`src/rtl/cnn_div_pkg.sv`:
```
// Shared widths, saturation limits and FSM encoding for the sequential
// 22s/8ns -> 14s divider and the W14 requantizers built around it.
package cnn_div_pkg;

    localparam int DIN0_W = 22;
    localparam int DIN1_W = 8;
    localparam int DOUT_W = 14;

    localparam int Q_MAX = 8191;
    localparam int Q_MIN = -8192;

    localparam int CNT_W = $clog2(DIN0_W);

    typedef enum logic [1:0] {
        IDLE = 2'd0,
        CALC = 2'd1,
        DONE = 2'd2
    } state_t;

endpackage

```
`src/rtl/cnn_div_sat_14s.sv`:
```
// Combinational sign-apply and saturation of an unsigned magnitude into the
// signed W14 range; a zero divisor forces the rail selected by the sign.
module cnn_div_sat_14s
    import cnn_div_pkg::*;
#(
    parameter int MAG_W = DIN0_W
) (
    input  logic [MAG_W-1:0]  mag,
    input  logic              sign,
    input  logic              dbz,
    output logic [DOUT_W-1:0] dout,
    output logic              sat
);

    localparam logic [MAG_W-1:0]  POS_LIM  = MAG_W'(Q_MAX);
    localparam logic [MAG_W-1:0]  NEG_LIM  = MAG_W'(-Q_MIN);
    localparam logic [DOUT_W-1:0] DOUT_MAX = DOUT_W'(Q_MAX);
    localparam logic [DOUT_W-1:0] DOUT_MIN = DOUT_W'(Q_MIN);

    logic [DOUT_W-1:0] mag_lo;
    assign mag_lo = mag[DOUT_W-1:0];

    // NOTE: every output gets a default first so no path leaves a latch behind.
    always_comb begin
        dout = mag_lo;
        sat  = 1'b0;
        if (dbz) begin
            dout = sign ? DOUT_MIN : DOUT_MAX;
            sat  = 1'b1;
        end else if (sign) begin
            if (mag > NEG_LIM) begin
                dout = DOUT_MIN;
                sat  = 1'b1;
            end else begin
                dout = -mag_lo;
            end
        end else if (mag > POS_LIM) begin
            dout = DOUT_MAX;
            sat  = 1'b1;
        end
    end

endmodule

```
`src/rtl/cnn_div_seq_22s_8ns.sv`:
```
// Restoring sequential divider, one quotient bit per cycle, with the
// ap_start/ap_done block handshake; latency is din0_WIDTH + 1 cycles.
module cnn_div_seq_22s_8ns
    import cnn_div_pkg::*;
#(
    parameter int din0_WIDTH = DIN0_W,
    parameter int din1_WIDTH = DIN1_W,
    parameter int dout_WIDTH = DOUT_W
) (
    input  logic                  ap_clk,
    input  logic                  ap_rst_n,
    input  logic                  ap_start,
    output logic                  ap_ready,
    output logic                  ap_idle,
    output logic                  ap_done,
    input  logic [din0_WIDTH-1:0] din0,
    input  logic [din1_WIDTH-1:0] din1,
    output logic [dout_WIDTH-1:0] dout,
    output logic                  sat,
    output logic                  dbz
);

    state_t                state;
    logic [CNT_W-1:0]      cnt;
    logic                  sign_q;
    logic [din0_WIDTH-1:0] dvd;
    logic [din1_WIDTH-1:0] div_q;
    logic [din1_WIDTH-1:0] rem;

    logic [din0_WIDTH-1:0] din0_mag;
    logic [din1_WIDTH:0]   rem_sh;
    logic [din1_WIDTH-1:0] trial;
    logic                  qbit;
    logic [din1_WIDTH-1:0] rem_nxt;
    logic [din0_WIDTH-1:0] dvd_nxt;
    logic                  div_zero;
    logic [dout_WIDTH-1:0] res_dout;
    logic                  res_sat;

    assign ap_idle  = (state == IDLE);
    assign ap_ready = ap_start & ap_idle;

    // |-2^21| = 2^21 still fits the unsigned din0_WIDTH-bit magnitude.
    assign din0_mag = din0[din0_WIDTH-1] ? -din0 : din0;

    // dvd shifts out dividend bits at the top and collects quotient bits at
    // the bottom, so after the last step it holds the quotient magnitude.
    assign rem_sh   = {rem, dvd[din0_WIDTH-1]};
    assign qbit     = (rem_sh >= {1'b0, div_q});
    assign trial    = din1_WIDTH'(rem_sh - {1'b0, div_q});
    assign rem_nxt  = qbit ? trial : rem_sh[din1_WIDTH-1:0];
    assign dvd_nxt  = {dvd[din0_WIDTH-2:0], qbit};
    assign div_zero = (div_q == '0);

    cnn_div_sat_14s #(.MAG_W(din0_WIDTH)) u_sat (
        .mag  (dvd_nxt),
        .sign (sign_q),
        .dbz  (div_zero),
        .dout (res_dout),
        .sat  (res_sat)
    );

    always_ff @(posedge ap_clk or negedge ap_rst_n) begin
        if (!ap_rst_n) begin
            state   <= IDLE;
            cnt     <= '0;
            sign_q  <= 1'b0;
            dvd     <= '0;
            div_q   <= '0;
            rem     <= '0;
            dout    <= '0;
            sat     <= 1'b0;
            dbz     <= 1'b0;
            ap_done <= 1'b0;
        end else begin
            ap_done <= 1'b0;
            case (state)
                IDLE: begin
                    if (ap_start) begin
                        state  <= CALC;
                        sign_q <= din0[din0_WIDTH-1];
                        dvd    <= din0_mag;
                        div_q  <= din1;
                        rem    <= '0;
                        cnt    <= CNT_W'(din0_WIDTH - 1);
                    end
                end
                CALC: begin
                    dvd <= dvd_nxt;
                    rem <= rem_nxt;
                    cnt <= cnt - 1'b1;
                    if (cnt == '0) begin
                        state   <= DONE;
                        dout    <= res_dout;
                        sat     <= res_sat;
                        dbz     <= div_zero;
                        ap_done <= 1'b1;
                    end
                end
                DONE:    state <= IDLE;
                default: state <= IDLE;
            endcase
        end
    end

endmodule

```
`config.mk`:
```
export PLATFORM = sky130hd
export DESIGN_NAME = cnn_div_seq_22s_8ns
export DESIGN_NICKNAME = d
export VERILOG_FILES = /design/src/rtl/cnn_div_pkg.sv /design/src/rtl/cnn_div_sat_14s.sv /design/src/rtl/cnn_div_seq_22s_8ns.sv
export SDC_FILE = /design/constraint.sdc
export NUM_CORES = 1
export LEC_CHECK = 0
export ABC_AREA = 1
export BUFFER_PORTS_ARGS = -buffer_cell sky130_fd_sc_hd__buf_4
export CAP_MARGIN = 5
export CORE_MARGIN = 3
export CORE_UTILIZATION = 55
export CTS_BUF_LIST = sky130_fd_sc_hd__clkbuf_8
export CTS_CLUSTER_DIAMETER = 80
export DETAILED_ROUTE_END_ITERATION = 6
export HOLD_SLACK_MARGIN = 0.06
export PLACE_DENSITY = 0.87
export REMOVE_ABC_BUFFERS = 1
export SLEW_MARGIN = 10
export SYNTH_ARGS = -nofsm -noshare
export SYNTH_HDL_FRONTEND = slang
export SYNTH_SLANG_ARGS = --single-unit
```
`constraint.sdc`:
```
create_clock -name ap_clk -period 2.3 [get_ports ap_clk]
set_clock_uncertainty 0.15 [all_clocks]
set_input_delay 0.23 -clock ap_clk [delete_from_list [all_inputs] [get_ports ap_clk]]
set_output_delay 0.23 -clock ap_clk [all_outputs]
set_load 0.03 [all_outputs]
```
==> reports/qor.yml <==
flow_run:
  drv_cap: 0
synthesis:
  synth-seq-cells: 63
  syn_area_per_cell_um2: 7.65
  synth_edf_count: 0
  ys_seq_area_share_pct: 37.6
  ys_warn_count: 0
  async_flop_share_pct: 100
  yosysUniqueCellTypes: 50
  synth-main-ff-cell: "dfrtp_1"
  synthCells: 548
  mappedNetlistArea_um2: 4190
placed_design:
  gp_congestion: 0.928
  portBuffers: 51
  pre_cts_slack_ns: -0.213
  hpwl_um: 7860
drt:
  drtIter0Drc: 354
  wl_met2_um: 5530
  met3_length_um: 876
  ant_nets: 0
  finalWirelength_um: 11700
  vias_per_cell: 5.66
  drt-met1-wl_um: 4880
  top_layer: "met4"
  via_count: 4272
  drc: 2
  wl_per_cell_um: 15.5
  first_pass_iters: 7
final_layout:
  diodes: 0
  final_util_pct: 75.3
  fin_nets: 697
  fill_cells: 467
  syn_to_final_growth_pct: 31.6
  drive_gt1_share_pct: 28.2
global_route:
  grt_util_all_layers_pct: 27.1
  grt_max_degree: 64
  grt_antenna_before_repair: 0
  grt_pass1_vias: 4112
  gr-total-overflow: 0
  grt_pass1_wl_um: 18700
critical_path:
  cp_cell_sequence: "inv_1 -> ha_1 -> nand2_1 -> nor2_1 -> nand3_1 -> nand2_2 -> a21oi_4 -> ha_4 -> nand2_4 -> nor2_4 -> nand3b_4 -> nand2_4 -> nand2_4 -> nor2_8 -> nand3_1 -> a2bb2oi_1"
  worst-path-max-fanout: 7
  cpMostUsedCell: "nand2_4"
  worst-endpoint-required_ns: 2.42
  worstPathArrival_ns: 2.68
  cpMaxStageDelayCell: "dfrtp_1"
  critPathCaptureType: "register"
  worst-setup-path-type: "register to register"
  startpoint_type: "register"
  slowest_delay_ns: 0.35
  critical_path.top_delay_family: "simple AND/OR/NAND/NOR gates"
  crit_buf_inv: 1
sta:
  relSlewSlack_pct: 47.9
  setup_viol: 15
  period_needed_ns: 2.56
  finalHoldViolCount: 0
  max_freq_mhz: 391
  max_slew.worst_pin.slew_ns: 0.782
  grt_setup_unrepaired: "true"
  fin_hold_ws_ns: 0.0701
  post-route-period-util_pct: 111
  setup-tns-final_ns: -3.10
  drv_slew: 0
  setup_ws_ns: -0.260
clock_tree:
  clock-root-buffer: "clkbuf_8"
  numCtsBuffers: 9
  clock_latency_ns: 0.35
  cts_buffer_depth: 2
  clock-sinks: 63
  path_clk_slew_ns: 0.07
  htreeDepth: 3
  cts_tree: "yes"
power:
  comb_power_share_pct: 61.4
  switchingPower_w: 0.00389
  leakage_nw: 2.62
  power.internal_w: 0.00449
  powerDensity_nw_per_um2: 1520
  vdd_drop_max_v: 0.000775
  seq_power_share_pct: 26.0
  total_power_w: 0.00838
  swShare_pct: 46.4
  clockPowerShare_pct: 12.6
hold_path:
  hold_class: "input pin to register"
floorplan:
  dieArea_um2: 8710
  ios: 52
  die_w_um: 93.3
  initial_core_util_pct: 57.2
  coreArea_um2: 7330
  rows: 31
  die_h_um: 93.3
outcome:
  violations: "DRC, setup timing"
  status: "finished, violations left"
final timing paths:
kind / startpoint / endpoint / slack [ns] / depth (start not counted)
min in group asynchronous: ap_rst_n / dout[3] / 0.35 / 2
max in group asynchronous: ap_rst_n / div_q[1] / 1.13 / 2
setup / recovery: dvd[21] / dout[4] / -0.26 / 16
hold reg to reg: dout[13] / dout[13] / 0.33 / 2
setup reg to reg: dvd[21] / dout[4] / -0.26 / 16
hold / removal: din0[13] / dvd[13] / 0.07 / 4
sequential cells by signal (all words and copies together), names as in the netlist:
signal / cells
dvd: 22
rem: 8
state: 2
dbz: 1
div_q: 8
cnt: 5
sign_q: 1
sat: 1
ap_done: 1
dout: 14
final cells by class:
cell class / instances / area [um^2] / area share [%]
multi-input cells: 401 / 2490 / 45.2
flip-flops and latches: 63 / 1580 / 28.6
repair buffers: 109 / 861 / 15.6
inverters: 67 / 251 / 4.56
clock buffers: 9 / 124 / 2.24
well taps: 99 / 124 / 2.24
clock inverters: 7 / 88.8 / 1.61
worst min-delay path, stage by stage:
cell and delay [ns]:
buf_4 0.10, nand3_1 0.07, nand3_1 0.08, nand2_1 0.05
Yosys cell counts, types with 3 or more instances:
master | n | area share [%]
o21ai_1 | 8 | 0.95
a21oi_1 | 16 | 1.9
o22ai_1 | 3 | 0.45
clkbuf_1 | 4 | 0.36
o21ai_0 | 47 | 5.6
xor2_1 | 13 | 2.7
or2_2 | 5 | 0.75
nand2_1 | 119 | 11
nand2_4 | 3 | 0.81
buf_2 | 8 | 0.95
dfrtp_1 | 63 | 38
nand2_2 | 6 | 0.90
nor2_1 | 48 | 4.3
inv_2 | 3 | 0.27
nand3_1 | 31 | 3.7
nor3_1 | 4 | 0.48
a2bb2oi_1 | 5 | 1.0
nor2_4 | 6 | 1.6
nor2_2 | 11 | 1.6
ha_1 | 12 | 3.6
nand4_1 | 7 | 1.0
a22oi_1 | 18 | 3.2
o211ai_1 | 3 | 0.54
xnor2_1 | 8 | 1.7
inv_1 | 64 | 5.7
power by group through the flow:
stage | Sequential, W | Clock (W) | Combinational [W]
finish | 0.00218 | 0.00106 | 0.00514
global route | 0.00225 | 0.00111 | 0.00564
CTS | 0.00212 | 0.00105 | 0.00465
detailed placement | 0.00213 | 0 | 0.00441
global placement | 0.00210 | 0 | 0.00423
floorplan | 0.00231 | 0 | 0.00265
cell families after synthesis:
kind of cell | count (synthesis) | synth area share [%]
multiplexers | 1 | 0.239
AO/OA/AOI/OAI | 115 | 16.8
adder cells (fa/ha/maj) | 13 | 4.06
buffers and inverters | 84 | 8.15
AND/OR/NAND/NOR | 251 | 28.8
flip-flops | 63 | 37.6
XOR/XNOR | 21 | 4.39
layer usage:
metal,vias up,track usage (%)
met5,-,0
met4,0,13.9
met3,53,4.42
met2,231,43.6
met1,1972,35.0
li1,2016,-
timing repair:
item                                    4_1_cts  5_1_grt
setup buffers                                 1        4
hold endpoints to repair                     79        0
endpoints found under the setup margin       15       17
pin swaps                                    10       10
hold buffers                                 17        0
cloned                                        0        0
gates resized for setup                      16       26
through the flow:
| step | cell area, um^2 | std cells |
|---|---|---|
| 2_1_floorplan | 4100 | 531 |
| 3_3_place_gp | 4880 | 717 |
| 3_5_place_dp | 4880 | 717 |
| 4_1_cts | 5350 | 751 |
| 5_1_grt | 5520 | 755 |
| 6_report | 5520 | 755 |
layout by cell type (no fill, tap or decap), types with 2 or more instances in the layout:
cell type	count
a21boi_2	2
a21oi_1	15
a21oi_2	2
a21oi_4	2
a22oi_1	18
a2bb2oi_2	4
a31oi_1	2
buf_4	92
bufinv_16	2
clkbuf_8	9
clkinv_2	2
clkinvlp_4	2
dfrtp_1	63
dlygate4sd3_1	17
ha_1	4
ha_4	8
inv_1	59
inv_2	9
nand2_1	113
nand2_2	9
nand2_4	5
nand3_1	28
nand3_2	5
nand3b_1	2
nand4_1	7
nor2_1	47
nor2_2	12
nor2_4	6
nor3_1	3
nor4_1	2
o211ai_1	3
o21ai_0	47
o21ai_1	8
o221ai_1	2
o22ai_1	2
or2_2	5
xnor2_1	8
xor2_1	13
(Power assumes the default switching activity.)
